### src/rtl/sha256_msg_sched.sv
// ----------------------------------------------------------------------------
// sha256_msg_sched
//
// SHA-256 message-schedule sequencer. It accepts one 512-bit block as 16
// big-endian 32-bit words, M[0] first. It then emits the 64 schedule words
// W[0..63] in order, one per cycle whenever the consumer is not stalling.
// A 16-entry circular buffer holds the sliding window of schedule words.
// Once t >= 16, W[t] overwrites the slot that held W[t-16].
//
// Ports:
//   clk       in   1   single clock, all state on the rising edge
//   rst_n     in   1   asynchronous active-low reset
//   abort     in   1   synchronous abort (present only with SHA256_SCHED_ABORT_EN)
//   in_valid  in   1   in_word valid
//   in_ready  out  1   a block word can be accepted this cycle
//   in_word   in   32  message word
//   wt_valid  out  1   wt holds a valid schedule word
//   wt_ready  in   1   consumer accepts wt
//   wt        out  32  schedule word W[t]
//   wt_idx    out  6   t of the word on wt
//   busy      out  1   high while loading or running
//   done      out  1   one-cycle pulse after the W[63] handshake
//
// Configuration macro:
//   SHA256_SCHED_ABORT_EN  adds the abort input. When abort is high, the block
//                          returns to idle on the next clock edge and discards
//                          any handshakes in the same cycle. No done pulse is
//                          produced.
// ----------------------------------------------------------------------------
module sha256_msg_sched (
    input  logic        clk,
    input  logic        rst_n,
`ifdef SHA256_SCHED_ABORT_EN
    input  logic        abort,
`endif
    input  logic        in_valid,
    output logic        in_ready,
    input  logic [31:0] in_word,
    output logic        wt_valid,
    input  logic        wt_ready,
    output logic [31:0] wt,
    output logic [5:0]  wt_idx,
    output logic        busy,
    output logic        done
);

    // Fixed by the algorithm; not meant to be overridden.
    localparam int unsigned WORDS     = 16;
    localparam int unsigned ROUNDS    = 64;
    localparam logic [5:0]  LAST_T    = 6'(ROUNDS - 1);
    localparam logic [3:0]  LAST_LOAD = 4'(WORDS - 1);

    localparam logic [1:0] S_IDLE = 2'd0;
    localparam logic [1:0] S_LOAD = 2'd1;
    localparam logic [1:0] S_RUN  = 2'd2;

    // ------------------------------------------------------------------------
    // Sigma functions
    // ------------------------------------------------------------------------
    function automatic logic [31:0] f_sigma0(input logic [31:0] x);
        return {x[6:0], x[31:7]} ^ {x[17:0], x[31:18]} ^ (x >> 3);
    endfunction

    function automatic logic [31:0] f_sigma1(input logic [31:0] x);
        return {x[16:0], x[31:17]} ^ {x[18:0], x[31:19]} ^ (x >> 10);
    endfunction

    // ------------------------------------------------------------------------
    // State
    // ------------------------------------------------------------------------
    logic [1:0]  r_state,    w_state_d;
    logic [3:0]  r_count,    w_count_d;
    logic [5:0]  r_t,        w_t_d;
    logic        r_fin,      w_fin_d;     // all 64 words computed; hold t at 63
    logic        r_in_ready, w_in_ready_d;
    logic        r_wt_valid, w_wt_valid_d;
    logic [31:0] r_wt,       w_wt_d;
    logic [5:0]  r_wt_idx,   w_wt_idx_d;
    logic        r_done,     w_done_d;
    logic [31:0] r_buf [WORDS];

    logic        w_abort;
    logic        w_in_beat;
    logic        w_out_beat;
    logic        w_last_in_beat;
    logic        w_load;
    logic        w_early;
    logic [3:0]  w_slot;
    logic [31:0] w_sched;
    logic [31:0] w_next_word;
    logic        w_buf_we;
    logic [3:0]  w_buf_waddr;
    logic [31:0] w_buf_wdata;

`ifdef SHA256_SCHED_ABORT_EN
    assign w_abort = abort;
`else
    assign w_abort = 1'b0;
`endif

    // ------------------------------------------------------------------------
    // Datapath
    // ------------------------------------------------------------------------
    // Slot offsets use 4-bit arithmetic, so they wrap modulo 16.
    // (t-15) mod 16 equals (t+1) mod 16.
    assign w_slot  = r_t[3:0];
    assign w_early = (r_t[5:4] == 2'b00);
    assign w_sched = f_sigma1(r_buf[w_slot - 4'd2]) + r_buf[w_slot - 4'd7]
                   + f_sigma0(r_buf[w_slot + 4'd1]) + r_buf[w_slot];
    assign w_next_word = w_early ? r_buf[w_slot] : w_sched;

    // ------------------------------------------------------------------------
    // Handshakes
    // ------------------------------------------------------------------------
    // in_ready is low in RUN, so in_valid in RUN never produces a beat.
    assign w_in_beat      = in_valid && r_in_ready;
    assign w_out_beat     = r_wt_valid && wt_ready;
    assign w_last_in_beat = w_in_beat && (r_state == S_LOAD) && (r_count == LAST_LOAD);

    // W[0] is loaded on the final input beat, so wt_valid rises the cycle after
    // it. buf[0] was written on an earlier beat, so it is already available.
    assign w_load = w_last_in_beat
                 || ((r_state == S_RUN) && !r_fin && (!r_wt_valid || wt_ready));

    // ------------------------------------------------------------------------
    // Next-state logic
    // ------------------------------------------------------------------------
    always_comb begin
        w_state_d    = r_state;
        w_count_d    = r_count;
        w_t_d        = r_t;
        w_fin_d      = r_fin;
        w_wt_valid_d = r_wt_valid;
        w_wt_d       = r_wt;
        w_wt_idx_d   = r_wt_idx;
        w_done_d     = 1'b0;
        w_buf_we     = 1'b0;
        w_buf_waddr  = r_count;
        w_buf_wdata  = in_word;

        case (r_state)
            S_IDLE: begin
                if (w_in_beat) begin
                    w_buf_we  = 1'b1;
                    w_count_d = r_count + 4'd1;
                    w_state_d = S_LOAD;
                end
            end
            S_LOAD: begin
                if (w_in_beat) begin
                    w_buf_we = 1'b1;
                    if (r_count == LAST_LOAD) begin
                        w_count_d = 4'd0;
                        w_state_d = S_RUN;
                    end else begin
                        w_count_d = r_count + 4'd1;
                    end
                end
            end
            S_RUN: begin
                // Once r_fin is set, wt already holds W[63].
                // Its handshake ends the block.
                if (w_out_beat && r_fin && (r_wt_idx == LAST_T)) begin
                    w_wt_valid_d = 1'b0;
                    w_done_d     = 1'b1;
                    w_t_d        = 6'd0;
                    w_fin_d      = 1'b0;
                    w_state_d    = S_IDLE;
                end
            end
            default: begin
                w_state_d = S_IDLE;
            end
        endcase

        if (w_load) begin
            w_wt_d       = w_next_word;
            w_wt_idx_d   = r_t;
            w_wt_valid_d = 1'b1;
            if (r_t == LAST_T) begin
                w_fin_d = 1'b1;
            end else begin
                w_t_d = r_t + 6'd1;
            end
            // The schedule word replaces the oldest entry in the window.
            if (!w_early) begin
                w_buf_we    = 1'b1;
                w_buf_waddr = w_slot;
                w_buf_wdata = w_sched;
            end
        end

        if (w_abort) begin
            w_state_d    = S_IDLE;
            w_count_d    = 4'd0;
            w_t_d        = 6'd0;
            w_fin_d      = 1'b0;
            w_wt_valid_d = 1'b0;
            w_done_d     = 1'b0;
            w_buf_we     = 1'b0;
        end

        // in_ready is registered and stays low during the done cycle.
        // The next block therefore starts the cycle after done.
        w_in_ready_d = (w_state_d == S_LOAD) || ((w_state_d == S_IDLE) && !w_done_d);
    end

    // ------------------------------------------------------------------------
    // Registers
    // ------------------------------------------------------------------------
    always_ff @(posedge clk or negedge rst_n) begin
        if (!rst_n) begin
            r_state    <= S_IDLE;
            r_count    <= 4'd0;
            r_t        <= 6'd0;
            r_fin      <= 1'b0;
            r_in_ready <= 1'b0;
            r_wt_valid <= 1'b0;
            r_wt       <= 32'd0;
            r_wt_idx   <= 6'd0;
            r_done     <= 1'b0;
        end else begin
            r_state    <= w_state_d;
            r_count    <= w_count_d;
            r_t        <= w_t_d;
            r_fin      <= w_fin_d;
            r_in_ready <= w_in_ready_d;
            r_wt_valid <= w_wt_valid_d;
            r_wt       <= w_wt_d;
            r_wt_idx   <= w_wt_idx_d;
            r_done     <= w_done_d;
        end
    end

    // Buffer contents are don't-care after reset, so the buffer needs no reset.
    always_ff @(posedge clk) begin
        if (w_buf_we) begin
            r_buf[w_buf_waddr] <= w_buf_wdata;
        end
    end

    // ------------------------------------------------------------------------
    // Outputs
    // ------------------------------------------------------------------------
    assign in_ready = r_in_ready;
    assign wt_valid = r_wt_valid;
    assign wt       = r_wt;
    assign wt_idx   = r_wt_idx;
    assign busy     = (r_state != S_IDLE);
    assign done     = r_done;

endmodule
### config.mk
export PLATFORM = sky130hd
export DESIGN_NAME = sha256_msg_sched
export DESIGN_NICKNAME = d
export VERILOG_FILES = /design/src/rtl/sha256_msg_sched.sv
export SDC_FILE = /design/constraint.sdc
export NUM_CORES = 1
export LEC_CHECK = 0
export CAP_MARGIN = 0
export CORE_AREA = 2 2 247 249
export CTS_CLUSTER_DIAMETER = 50
export CTS_CLUSTER_SIZE = 30
export DETAILED_ROUTE_END_ITERATION = 10
export DIE_AREA = 0 0 249 251
export HOLD_SLACK_MARGIN = 0.08
export PLACE_DENSITY_LB_ADDON = 0.08
export SYNTH_ARGS = -nofsm -noshare
export SYNTH_HDL_FRONTEND = slang
export SYNTH_SLANG_ARGS = --single-unit
### constraint.sdc
create_clock -name clk -period 7.2 [get_ports clk]
set_input_delay 1.44 -clock clk [delete_from_list [all_inputs] [get_ports clk]]
set_output_delay 1.44 -clock clk [all_outputs]
set_load 0.01 [all_outputs]
==> results <==
- The worst setup path is launched from a register.
- The cell depth of the worst min-delay path is 2.
- The most frequent cell on the critical path is sky130_fd_sc_hd__xnor2_1.
- The total via count in the routed design is 22900.
- The shortest clock period the worst path allows after layout is 6.92 ns.
- Measured in cells, the most critical reg-to-reg path has a length of 23.
- The ratio of cells with drive above 1 in the final layout is 27.2%.
- Averaged over all synthesized cells, the footprint is 14.6 µm².
- The sequential cell area fraction in the yosys report is 49.3%.
- The number of pins with negative max-slew slack in the final report came to 0.
- Of all nets on the critical path, the largest fanout is 37.
- 78 I/O pins were placed.
- The clock root buffer is sky130_fd_sc_hd__clkbuf_16.
- The wire length of the first global-routing pass is 155000 µm.
- The synthesized netlist net count is 2461.
- The hold-fix buffer count after cts is 0.
- In the routed design, unresolved DRC markers number 0.
- The number of warnings reported in the yosys synthesis log is 0.
- The launch instance of the worst register-to-register path is r_t[0].
- The post-DP HPWL is 75100 µm.
- The family with the most delay on the worst path is multiplexers.
- The number of failing hold endpoints at the final stage is 0.
- STA classifies the critical path endpoint as a register.
- The setup TNS after final layout is 0 ns.
- The count of buffers added on input and output ports is 77.
- The violation count after the first detailed-routing iteration is 2858.
- The number of global-route vias before repair is 22100.
- Internal power comes to 5.20 mW.
- Routability-driven placement finished with a final weighted congestion of 1.01.
- Setup repair after global routing left no endpoint under its margin.
- The async set-reset flop share out of synthesis is 9.54%.
- In this run the cell area of the synthesized design comes to 0.0339 mm².
- The final wirelength is 108000 µm.
- The number of failing setup endpoints in the final timing report is 0.
- Summed over all layers, the global routing overflow is 0.
- The initial antenna violation count came to 1.
- Counting flops with a built-in enable in the synthesized netlist gives 512.
- The floorplan die height is 251 µm.
- The clock network latency to the later pin of the worst-skew pair is 0.66 ns.
- The leading cell type in the layout, fill and taps excluded is sky130_fd_sc_hd__edfxtp_1.
- The critical path crosses 23 cells after its start point.
- The most common flop cell mapped by yosys is sky130_fd_sc_hd__edfxtp_1.
- The delay of the slowest cell on the worst path is 0.64 ns.
- CTS saw 566 sinks.
- The reg-to-reg critical path endpoint is r_buf[5][30].
- Across the run, the number of max-cap violations was 0.
- In this run the horizontal extent of the chip is 249 µm.
- The peak ir drop on the vdd network is 0.211 mV.
- In this run the worst hold path is classified as reg2reg.
- In this run the most critical hold path is launched from wt[8].
- The worst path arrival time is 7.26 ns.
- STA puts the critical path data required time at 7.55 ns.
- Derived from the worst setup path, the maximum achievable clock frequency is 0.145 GHz.
- After clock tree synthesis, the clock-pin slew on the worst setup and hold paths is 0.07 ns.
- The number of buffers and inverters on the critical path is 7.
- The normalized max-slew margin is 25.2%.
- From synthesis to final layout, the design area changed by 14.0%.
- Entering global routing, the biggest net connects 114 pins.
- The power density relative to cell area is 173 mW/mm².
- In this run, synthesis produced a sequential element count of 566.
- The average vias per placed instance is 6.92.
- In this run the core area contains 90 standard-cell rows.
- The share of total power dissipated in the clock network is 45.2%.
- Counting distinct cell types in the post-synthesis netlist gives 57.
- The post-route clock skew is 0.0404 ns.
- The area of the die is 0.0625 mm².
- The H-tree was split into 2 levels.
- The TritonCTS clock tree is done.
- The routed length per instance is 32.7 µm.
- The net switching fraction of the power is 22.4%.
- The floorplan step defined a core boundary enclosing 0.0598 mm².
- The global-route usage over all layers is 35.0%.
- TritonCTS created 57 clock buffers.
- Once layout is complete, the utilization of the core stands at 64.6%.
- In this run the static leakage power is 12.8 nW.
- In this run the deepest clock path goes through 3 buffers.
- The end point of the worst hold path is wt[8].
- The library cells used most frequently in the layout, excluding fill and tap cells, are 512 x sky130_fd_sc_hd__edfxtp_1, 311 x sky130_fd_sc_hd__mux4_2, 199 x sky130_fd_sc_hd__nand2_1.
- The flow ran to the end, and the final reports show no timing, DRC or antenna violations.
- At the pin with the least slew margin, the transition time is 1.11 ns.
- Once the floorplan was initialized, standard cells occupied 56.7% of the core.
- The cell with the largest stage delay on the worst path is sky130_fd_sc_hd__mux4_2.
- The number of nets in the layout is 2611.
- The detail route stage leaves a number of antenna-violating nets equal to 0.
- Per report_power, the sequential group accounts for 53.4% of the total.
- The total power draw is 6.70 mW.
- The combinational group share of total power is 1.4%.
- The flop-to-flop setup slack is 0.28 ns.
- The pre-antenna-repair detailed-routing pass consisted of 5 iterations.
- The critical path is of the reg2reg type.
- Of the available clock period, the critical path in the final layout requires 96.0%.
- Traced cell by cell, the critical path runs through buf_12 -> buf_16 -> buf_16 -> mux4_2 -> mux4_2 -> xnor2_1 -> xnor2_1 -> fa_1 -> inv_1 -> fa_1 -> inv_1 -> ha_1 -> nand4_1 -> nor2_1 -> buf_4 -> o31ai_1 -> buf_4 -> a211oi_4 -> o211ai_1 -> nor2b_1 -> o31ai_1 -> xnor2_1 -> mux2_2.
- The cell count after synthesis came out at 2328.
- For this design the total switching power over the nets is 1.50 mW.
==> synth_stat cells, types with 12 or more instances <==
cell type	instances	share of area [%]
sky130_fd_sc_hd__a211oi_1	31	0.69
sky130_fd_sc_hd__a21o_1	12	0.27
sky130_fd_sc_hd__a21oi_1	71	1.0
sky130_fd_sc_hd__a31oi_1	22	0.41
sky130_fd_sc_hd__buf_1	19	0.21
sky130_fd_sc_hd__buf_2	26	0.38
sky130_fd_sc_hd__buf_4	21	0.46
sky130_fd_sc_hd__clkbuf_1	81	0.90
sky130_fd_sc_hd__dfrtp_1	54	4.0
sky130_fd_sc_hd__edfxtp_1	512	45
sky130_fd_sc_hd__fa_1	62	3.7
sky130_fd_sc_hd__ha_1	35	1.3
sky130_fd_sc_hd__inv_1	98	1.1
sky130_fd_sc_hd__mux2_2	66	2.2
sky130_fd_sc_hd__mux2i_1	186	5.5
sky130_fd_sc_hd__mux4_2	311	21
sky130_fd_sc_hd__nand2_1	201	2.2
sky130_fd_sc_hd__nor2_1	114	1.3
sky130_fd_sc_hd__nor3_1	17	0.25
sky130_fd_sc_hd__o21ai_0	126	1.9
sky130_fd_sc_hd__xnor2_1	127	3.3
sky130_fd_sc_hd__xor2_1	21	0.54
==> per-layer routing <==
layer  vias to the layer above  GRT usage (%)  part of all wire, %
met5                         -              0                0.012
met4                         2           15.4                  5.0
met3                       274           6.12                   10
met2                      1425           53.8                   46
met1                     11800           49.6                   39
li1                       9364              -                    -
==> repair_timing <==
action,in CTS,in global routing
endpoints found under the setup margin,0,113
setup buffers,0,3
resized for setup,0,8
==> how the worst max path moves through the flow <==
stage / startpoint / endpoint / slack [ns]
after detailed placement: r_t[0] / r_buf[7][30] / 0.07
after global placement: r_t[0] / r_buf[1][30] / 0.08
after floorplan: r_t[1] / r_buf[0][24] / 0.11
after global routing: r_t[0] / r_buf[5][29] / 0.01
final: r_t[0] / r_buf[5][30] / 0.28
after CTS: r_t[0] / r_buf[13][31] / 0.05
==> registers in the layout, indices dropped and copies added (netlist names) <==
name	flops
r_state	2
wt_valid	1
r_fin	1
r_buf	512
done	1
r_count	4
r_t	6
in_ready	1
wt	32
wt_idx	6
==> final cells by class <==
| class | count | area (µm²) |
|---|---|---|
| antenna | 1 | 2.50 |
| clock buffer | 62 | 1480 |
| clock inverter | 45 | 450 |
| fill | 4240 | 21100 |
| inverter | 100 | 378 |
| multi-input combinational | 1505 | 16300 |
| sequential | 566 | 16700 |
| tap | 782 | 978 |
| timing repair buffer | 248 | 2340 |
==> cell families after synthesis <==
logic type,after synthesis,share of synthesized area (%)
mux,563,28.3
compound gates,319,5.58
fa+ha+maj,97,4.95
simple gates,377,4.56
buf+inv,257,3.39
flops,566,49.3
xor+xnor,149,3.87
==> worst reg2reg max path, stage by stage, from the launching register on <==
cell	delay (ns)
sky130_fd_sc_hd__dfrtp_4	0.45
sky130_fd_sc_hd__buf_12	0.21
sky130_fd_sc_hd__buf_16	0.30
sky130_fd_sc_hd__buf_16	0.31
sky130_fd_sc_hd__mux4_2	0.62
sky130_fd_sc_hd__mux4_2	0.64
sky130_fd_sc_hd__xnor2_1	0.28
sky130_fd_sc_hd__xnor2_1	0.12
sky130_fd_sc_hd__fa_1	0.56
sky130_fd_sc_hd__inv_1	0.07
sky130_fd_sc_hd__fa_1	0.48
sky130_fd_sc_hd__inv_1	0.04
sky130_fd_sc_hd__ha_1	0.33
sky130_fd_sc_hd__nand4_1	0.12
sky130_fd_sc_hd__nor2_1	0.18
sky130_fd_sc_hd__buf_4	0.15
sky130_fd_sc_hd__o31ai_1	0.06
sky130_fd_sc_hd__buf_4	0.16
sky130_fd_sc_hd__a211oi_4	0.34
sky130_fd_sc_hd__o211ai_1	0.20
sky130_fd_sc_hd__nor2b_1	0.19
sky130_fd_sc_hd__o31ai_1	0.26
sky130_fd_sc_hd__xnor2_1	0.13
sky130_fd_sc_hd__mux2_2	0.43
==> stage by stage <==
| stage | hold slack [ns] | setup WS, ns | std cells | instance area (µm²) |
|---|---|---|---|---|
| 2_1_floorplan | 0.465 | 0.114 | 2328 | 33900 |
| 3_3_place_gp | 0.453 | 0.0828 | 3198 | 36600 |
| 3_5_place_dp | 0.456 | 0.0689 | 3198 | 36600 |
| 4_1_cts | 0.470 | 0.0539 | 3305 | 38600 |
| 5_1_grt | 0.506 | 0.0114 | 3308 | 38600 |
| 6_report | 0.463 | 0.285 | 3309 | 38700 |
==> power by group through the flow <==
stage	clock, mW	sequential [mW]	combinational [mW]
after global routing	3.20	3.58	0.102
after CTS	3.06	3.58	0.0925
final	3.03	3.58	0.0951
after global placement	0	3.65	0.0883
after floorplan	0	3.65	0.0276
after detailed placement	0	3.65	0.0922
Note: power is estimated with default switching activity, not from simulation.
